===== src/rtl/gray_bin_vector.sv =====
// rtl/gray_bin_vector.sv - combinational Gray-to-binary converter
module gray_bin_vector #(
    parameter int WIDTH = 4
) (
    input  logic [WIDTH-1:0] gray,
    output logic [WIDTH-1:0] bin
);

    // Each binary bit is the XOR of the Gray bits at and above its position.
    always_comb begin
        bin = '0;
        for (int i = 0; i < WIDTH; i++) begin
            bin[i] = ^(gray >> i);
        end
    end

endmodule


===== src/rtl/gray_updown_counter.sv =====
// rtl/gray_updown_counter.sv - up/down counter with registered binary and Gray outputs
module gray_updown_counter #(
    parameter int WIDTH = 4,
    parameter int WRAP  = 1
) (
    input  logic             clk,
    input  logic             rst,
    input  logic             en,
    input  logic             up,
    input  logic             load,
    input  logic [WIDTH-1:0] load_g,
    output logic [WIDTH-1:0] b,
    output logic [WIDTH-1:0] g,
    output logic             tc,
    output logic             wrapped
);

    localparam logic [WIDTH-1:0] MAX_COUNT = '1;
    localparam logic [WIDTH-1:0] ONE       = {{(WIDTH-1){1'b0}}, 1'b1};

    logic [WIDTH-1:0] b_q;
    logic [WIDTH-1:0] g_q;
    logic             wrapped_q;
    logic [WIDTH-1:0] load_b;
    logic [WIDTH-1:0] b_next;
    logic             wrapped_next;

    gray_bin_vector #(
        .WIDTH(WIDTH)
    ) u_load_conv (
        .gray(load_g),
        .bin (load_b)
    );

    assign tc = up ? (b_q == MAX_COUNT) : (b_q == '0);

    always_comb begin
        b_next       = b_q;
        wrapped_next = 1'b0;
        if (load) begin
            b_next = load_b;
        end else if (en) begin
            if (tc) begin
                // At a limit: either roll over or stick, flagging the event both ways.
                wrapped_next = 1'b1;
                if (WRAP != 0) begin
                    b_next = up ? '0 : MAX_COUNT;
                end
            end else begin
                b_next = up ? (b_q + ONE) : (b_q - ONE);
            end
        end
    end

    // g is registered from the same next value so it never lags or glitches against b.
    always_ff @(posedge clk) begin
        if (rst) begin
            b_q       <= '0;
            g_q       <= '0;
            wrapped_q <= 1'b0;
        end else begin
            b_q       <= b_next;
            g_q       <= b_next ^ (b_next >> 1);
            wrapped_q <= wrapped_next;
        end
    end

    assign b       = b_q;
    assign g       = g_q;
    assign wrapped = wrapped_q;

endmodule


===== config.mk =====
export PLATFORM = sky130hd
export DESIGN_NAME = gray_updown_counter
export DESIGN_NICKNAME = d
export VERILOG_FILES = /design/src/rtl/gray_bin_vector.sv /design/src/rtl/gray_updown_counter.sv
export SDC_FILE = /design/constraint.sdc
export NUM_CORES = 1
export LEC_CHECK = 0
export CAP_MARGIN = 25
export CORE_MARGIN = 2
export CORE_UTILIZATION = 30
export DETAILED_ROUTE_END_ITERATION = 10
export GPL_TIMING_DRIVEN = 1
export PLACE_DENSITY_LB_ADDON = 0.05
export SLEW_MARGIN = 20
export SYNTH_ARGS = -nofsm -noshare
export SYNTH_HDL_FRONTEND = slang
export SYNTH_HIERARCHICAL = 1
export SYNTH_SLANG_ARGS = --single-unit

===== constraint.sdc =====
create_clock -name clk -period 4.45 [get_ports clk]
set_input_delay 1.1125 -clock clk [delete_from_list [all_inputs] [get_ports clk]]
set_output_delay 1.1125 -clock clk [all_outputs]
set_load 0.02 [all_outputs]

======== Word level (Yosys, flattened, before mapping) ========
Cells that the tools add are included.
word-level totals
  register bits ........................... 9
  bits of input ports ..................... 9
  output and inout bits ................... 10
  logic and storage cells ................. 21
operators by class
  $add $sub $neg .......................... 2
  equal/unequal tests ..................... 1
  multiplexer cells ....................... 7
  bitwise gates (word level) .............. 2
  reduce and logical (&&, ||, !) cells .... 6
operators by type and width
  kind                                                                 count
  4-bit two-way mux                                                    5
  4-bit XOR reduction                                                  4
  4-bit by 1-bit adder with 4-bit output (second input constant)       1
  4-bit equality test (second input constant)                          1
  4-bit zero test                                                      1
  4-bit by 1-bit subtractor with 4-bit output (second input constant)  1
  4-bit by 3-bit bitwise XOR with 4-bit output                         1
  3-bit OR reduction                                                   1
  1-bit two-way mux                                                    2
  1-bit NOT                                                            1

======== Logic depth before layout (Yosys ltp) ========
Gate-level depths: netlist of run 1.
  depth in word-level cells ............... 6
  mapped depth ............................ 7
  gate-level depth less buffers ........... 7

======== By module ========
Netlist of run 1, hierarchy kept.
modules (own cells, without submodules)
  module               instances  cells an instance  area an instance (µm²)  sequential area each (µm²)
  gray_updown_counter  1          54                 499.2                   160.2
  gray_bin_vector      1          5                  50.0                    0.0

======== Worst setup path after synthesis of run 1 ========
No wires, ideal clock.
  path type ............................... input-to-output
  from .................................... in up
  to ...................................... out tc
  arrival time ............................ 1937 ps
  required time ........................... 3338 ps
  path slack .............................. 1400 ps
  stages on the path ...................... 2
  path buffers ............................ 0
  cells stage by stage .................... or4_4 o21ai_2
between the ends
  word-level cells in the longest chain between the ends .. 1
RTL lines
  what                line                       RTL
  start: declaration  gray_updown_counter.sv:9   input logic up,
  1-bit two-way mux   gray_updown_counter.sv:35  assign tc = up ? (b_q == MAX_COUNT) : (b_q == '0);
  end: declaration    gray_updown_counter.sv:14  output logic tc,
Every way passes these cells.

======== Final worst setup path of run 1 ========
Ends and elaborated chain as after synthesis.

==> impl_metrics.env, run 1 <==
export IMPL_wl_per_cell_um=10.4
export IMPL_outcome="complete, no violations"
export IMPL_place_hpwl_um=871
export IMPL_drv_slew=0
export IMPL_max_cap_viol_count=0
export IMPL_grt_pass1_wl_um=1710
export IMPL_grt_pass1_vias=416
export IMPL_fin_skew_ns=0.00166
export IMPL_wl_um=1060
export IMPL_cts_max_level=1
export IMPL_startpoint_type="input port"
export IMPL_rows=15
export IMPL_cts_hold_buf=0
export IMPL_vias_per_cell=4.43
export IMPL_max_freq_ghz=0.242
export IMPL_dr_total_vias=447
export IMPL_die_h_um=46.8
export IMPL_grt_antenna_before_repair=0
export IMPL_final_common_cell="clkdlybuf4s50_1"
export IMPL_io_pin_count=19
export IMPL_peakVddDrop_v=0.000171
export IMPL_path_clk_slew_ns=0.05
export IMPL_area_growth_pct=38.0
export IMPL_cts_root_buf="clkbuf_4"
export IMPL_synth_top_cell_by_area="dfxtp_1"
export IMPL_fin_crit_ns=4.13
export IMPL_ff2ff_setup_slack_ns=2.25
export IMPL_design_die_area_um2=2190
export IMPL_mostFrequentLayoutCells="clkdlybuf4s50_1, nor2_1, dfxtp_1"
export IMPL_gr_usage_all_layers=0.115
export IMPL_drive_gt1_frac=0.158
export IMPL_worstSkewPairLatency_ns=0.25
export IMPL_avgSynthCellArea_um2=9.31
export IMPL_cts_buffers=3
export IMPL_io_buffers=18
export IMPL_powerDensity_nw_per_um2=325
export IMPL_worst_hold_path_type="reg2reg"
export IMPL_setup_tns_ns=0
export IMPL_synthMuxAreaShare=0.0273
export IMPL_synth_compound_area_share=0.178
export IMPL_cts_tree="done"
export IMPL_async_reset_ff_frac=0
export IMPL_drtIter0Drc=8
export IMPL_ys_seq_area_frac=0.292
export IMPL_tightest_slew_ns=0.359
export IMPL_ctsResizeCount=0
export IMPL_syn_area_um2=549
export IMPL_cts_sinks=8
export IMPL_relSlewSlack=0.761
export IMPL_critPathMaxFanout=5
export IMPL_drc_errors=0
export IMPL_final_util=0.439
export IMPL_rsz0062_at_grt="false"
export IMPL_crit_arrival_ns=3.01
export IMPL_start_util=0.318
export IMPL_critical_path_required_ns=3.34
export IMPL_synth_distinct_cells=28
export IMPL_setup_violations=0
export IMPL_coreArea_um2=1730
export IMPL_first_pass_iters=4
export IMPL_gp_congestion=0.704
export IMPL_synth_top_family_by_area="simple AND/OR/NAND/NOR gates"
export IMPL_synth_seq_cells=8
export IMPL_cts_buffer_depth=2
export IMPL_crit_type="in2out"
export IMPL_n_antenna_cell=0
export IMPL_grt_max_degree=10
export IMPL_grt_overflow_total=0
export IMPL_yosys_area_share_simple=0.182
export IMPL_synth_area_top_cells="dfxtp_1, xnor2_1, nor2_1"
export IMPL_synth_xor_area_share=0.173
export IMPL_postCtsSetupBuffers=0
export IMPL_leakagePower_nw=0.293
export IMPL_synth_edf_count=0
export IMPL_die_width_um=46.8
export IMPL_hold_violations=0
export IMPL_synth_nets=71
export IMPL_yosysWarnings=6
export IMPL_yosys_area_share_adder=0.0820
export IMPL_fin_nets=90
export IMPL_postRouteAntennaNets=0
export IMPL_ys_flop_type="dfxtp_1"
export IMPL_endpoint_kind="primary output"
export IMPL_period_share=0.927
export IMPL_syn_inst=59
export IMPL_synth_top_area_share=0.292
## worst paths after layout
check	depth (start not counted)	startpoint	to
worst max-delay path	4	up	tc
worst min-delay path	3	b[1]$_SDFF_PP0_	wrapped$_SDFF_PP0_
worst max register to register	7	b[0]$_SDFF_PP0_	g[2]$_SDFF_PP0_
worst min register to register	3	b[1]$_SDFF_PP0_	wrapped$_SDFF_PP0_
## final cells by class
class,count,area [um^2]
Inverter,3,11.3
Tap cell,25,31.3
Sequential cell,8,160
Multi-Input combinational cell,44,353
Clock buffer,3,22.5
Fill cell,181,968
Timing Repair Buffer,18,180
## critical path: stages
cell and delay, ns:
clkdlybuf4s50_1 0.50, or4_4 0.59, o21ai_2 0.18, clkdlybuf4s50_1 0.63
## sequential cells by signal, indices dropped and copies added (netlist names)
signal and cells:
wrapped 1, b 4, g 3
## power breakdown
group	leakage (nW)	internal [mW]	switching [mW]	total, mW
logic	0.213	0.0544	0.0498	0.104
clock network	0.0138	0.0307	0.0222	0.0528
registers	0.0663	0.0811	0.00866	0.0897
## Yosys cell counts (all sizes together) (2+ instances only)
cell type and n:
a21oi 2, buf 4, dfxtp 8, ha 2, inv 3, nand2 2, nor2 8, nor3b 2
o21ai 4, xnor2 6, xor2 4
## cell families after synthesis
group / after synthesis
xor gates and xnor gates: 10
AOI/OAI and AO/OA: 12
muxes: 1
and+or+nand+nor: 18
adders and majority gates: 3
buffers and inverters: 7
DFF: 8
## layer usage
layer	vias to the layer above	share of wire	GRT usage
met5	-	0	0
met4	0	0	0.0167
met3	0	0.052	0.0692
met2	17	0.48	0.186
met1	196	0.47	0.135
li1	234	-	-
## metrics by stage
stage          instances  setup slack [ns]  power, mW  area [um^2]  hold slack [ns]
2_1_floorplan         59              1.40      0.159          549            0.784
3_3_place_gp          98             0.344      0.197          736            0.749
3_5_place_dp          98             0.312      0.197          736            0.743
4_1_cts              101             0.311      0.251          758            0.769
5_1_grt              101             0.241      0.265          758            0.809
6_report             101             0.323      0.247          758            0.759
Note: power is estimated with default switching activity, not from simulation.
==> run 2, diff against run 1 <==
- CORE_ASPECT_RATIO: not set -> 1.2
==> impl_metrics.env, run 2 (synthesis results as in run 1) <==
export IMPL_hold_slack_ns=0.747
export IMPL_switchingPower_uw=79.2
export IMPL_grt_max_degree=10
export IMPL_crit_type="in2out"
export IMPL_swShare=0.323
export IMPL_cts_max_level=1
export IMPL_dr_total_vias=452
export IMPL_design_die_area_um2=2190
export IMPL_ctsResizeCount=0
export IMPL_outcome="complete, no violations"
export IMPL_gp_congestion=0.783
export IMPL_drive_gt1_frac=0.158
export IMPL_clkPwrFrac=0.212
export IMPL_largest_reg_flops=4
export IMPL_grt_overflow_total=0
export IMPL_worstSkewPairLatency_ns=0.24
export IMPL_fillCellCount=168
export IMPL_critical_path_required_ns=3.34
export IMPL_critPathMaxFanout=5
export IMPL_wl_um=1030
export IMPL_place_hpwl_um=858
export IMPL_io_pin_count=19
export IMPL_powerDensity_nw_per_um2=327
export IMPL_worst_hold_path_type="reg2reg"
export IMPL_fin_crit_ns=4.13
export IMPL_path_clk_slew_ns=0.05
export IMPL_startpoint_type="input port"
export IMPL_tightest_slew_ns=0.364
export IMPL_cts_tree="done"
export IMPL_grt_pass1_vias=456
export IMPL_die_h_um=50.9
export IMPL_rows=16
export IMPL_gr_usage_all_layers=0.116
export IMPL_drv_slew=0
export IMPL_drtIter0Drc=6
export IMPL_wl_per_cell_um=11.0
export IMPL_hold_violations=0
export IMPL_coreArea_um2=1680
export IMPL_mostFrequentLayoutCells="clkdlybuf4s50_1, nor2_1, dfxtp_1"
export IMPL_final_common_cell="clkdlybuf4s50_1"
export IMPL_seq_power_share=0.366
export IMPL_start_util=0.327
export IMPL_postCtsSetupBuffers=0
export IMPL_cts_sinks=8
export IMPL_io_buffers=18
export IMPL_first_pass_iters=3
export IMPL_cts_root_buf="clkbuf_4"
export IMPL_max_freq_ghz=0.242
export IMPL_cts_buffer_depth=2
export IMPL_setup_violations=0
export IMPL_fin_skew_ns=0.00274
export IMPL_final_util=0.446
export IMPL_n_antenna_cell=0
export IMPL_rsz0062_at_grt="false"
export IMPL_grt_pass1_wl_um=1900
export IMPL_area_growth_pct=36.4
export IMPL_leakagePower_nw=0.293
export IMPL_p_comb_frac=0.422
export IMPL_drc_errors=0
export IMPL_vias_per_cell=4.81
export IMPL_cts_buffers=3
export IMPL_max_cap_viol_count=0
export IMPL_internal_power_uw=166
export IMPL_cts_hold_buf=0
export IMPL_relSlewSlack=0.757
export IMPL_crit_arrival_ns=3.02
export IMPL_setup_tns_ns=0
export IMPL_period_share=0.928
export IMPL_die_width_um=43.1
export IMPL_grt_antenna_before_repair=0
export IMPL_fin_nets=90
export IMPL_postRouteAntennaNets=0
export IMPL_endpoint_kind="primary output"
export IMPL_peakVddDrop_v=0.0000987
run 2: metal layers:
| layer | routed length [um] | track usage |
|---|---|---|
| met5 | 0 | 0 |
| met4 | 12 | 0.0606 |
| met3 | 46 | 0.0318 |
| met2 | 481 | 0.192 |
| met1 | 494 | 0.136 |
run 2: critical path, cell delays in order:
cell	delay, ns
clkdlybuf4s50_1	0.50
or4_4	0.60
o21ai_2	0.18
clkdlybuf4s50_1	0.63
run 2: metrics by stage:
| stage | setup slack, ns | power (mW) | std cells | instance area (um^2) |
|---|---|---|---|---|
| floorplan | 1.40 | 0.159 | 59 | 549 |
| global placement | 0.336 | 0.197 | 91 | 727 |
| detailed placement | 0.308 | 0.196 | 91 | 727 |
| CTS | 0.307 | 0.250 | 94 | 749 |
| global route | 0.255 | 0.265 | 94 | 749 |
| finish | 0.321 | 0.245 | 94 | 749 |
run 2: layout make-up:
class,instances,area [um^2],area share
Clock buffer,3,22.5,0.0301
Inverter,3,11.3,0.0150
Multi-Input combinational cell,44,353,0.471
Sequential cell,8,160,0.214
Tap cell,18,22.5,0.0301
Timing Repair Buffer,18,180,0.240
run 2: power by group through the flow:
stage | registers [mW] | clock network, mW | logic [mW]
after floorplan | 0.101 | 0 | 0.0576
after CTS | 0.0900 | 0.0549 | 0.105
after global placement | 0.0921 | 0 | 0.105
final | 0.0897 | 0.0520 | 0.103
after global routing | 0.0914 | 0.0608 | 0.113
after detailed placement | 0.0915 | 0 | 0.104
run 2: final timing paths:
check / from / end / slack, ns / depth (start not counted)
hold reg to reg: b[1]$_SDFF_PP0_ / wrapped$_SDFF_PP0_ / 0.75 / 3
hold / removal: b[1]$_SDFF_PP0_ / wrapped$_SDFF_PP0_ / 0.75 / 3
setup reg to reg: b[0]$_SDFF_PP0_ / g[2]$_SDFF_PP0_ / 2.29 / 7
setup / recovery: up / tc / 0.32 / 4
==> run 3, diff against run 2 <==
- SKIP_CTS_REPAIR_TIMING: not set -> 1
==> results of run 3 <==
The final DEF is identical to that of run 2; final timing and power are the same.
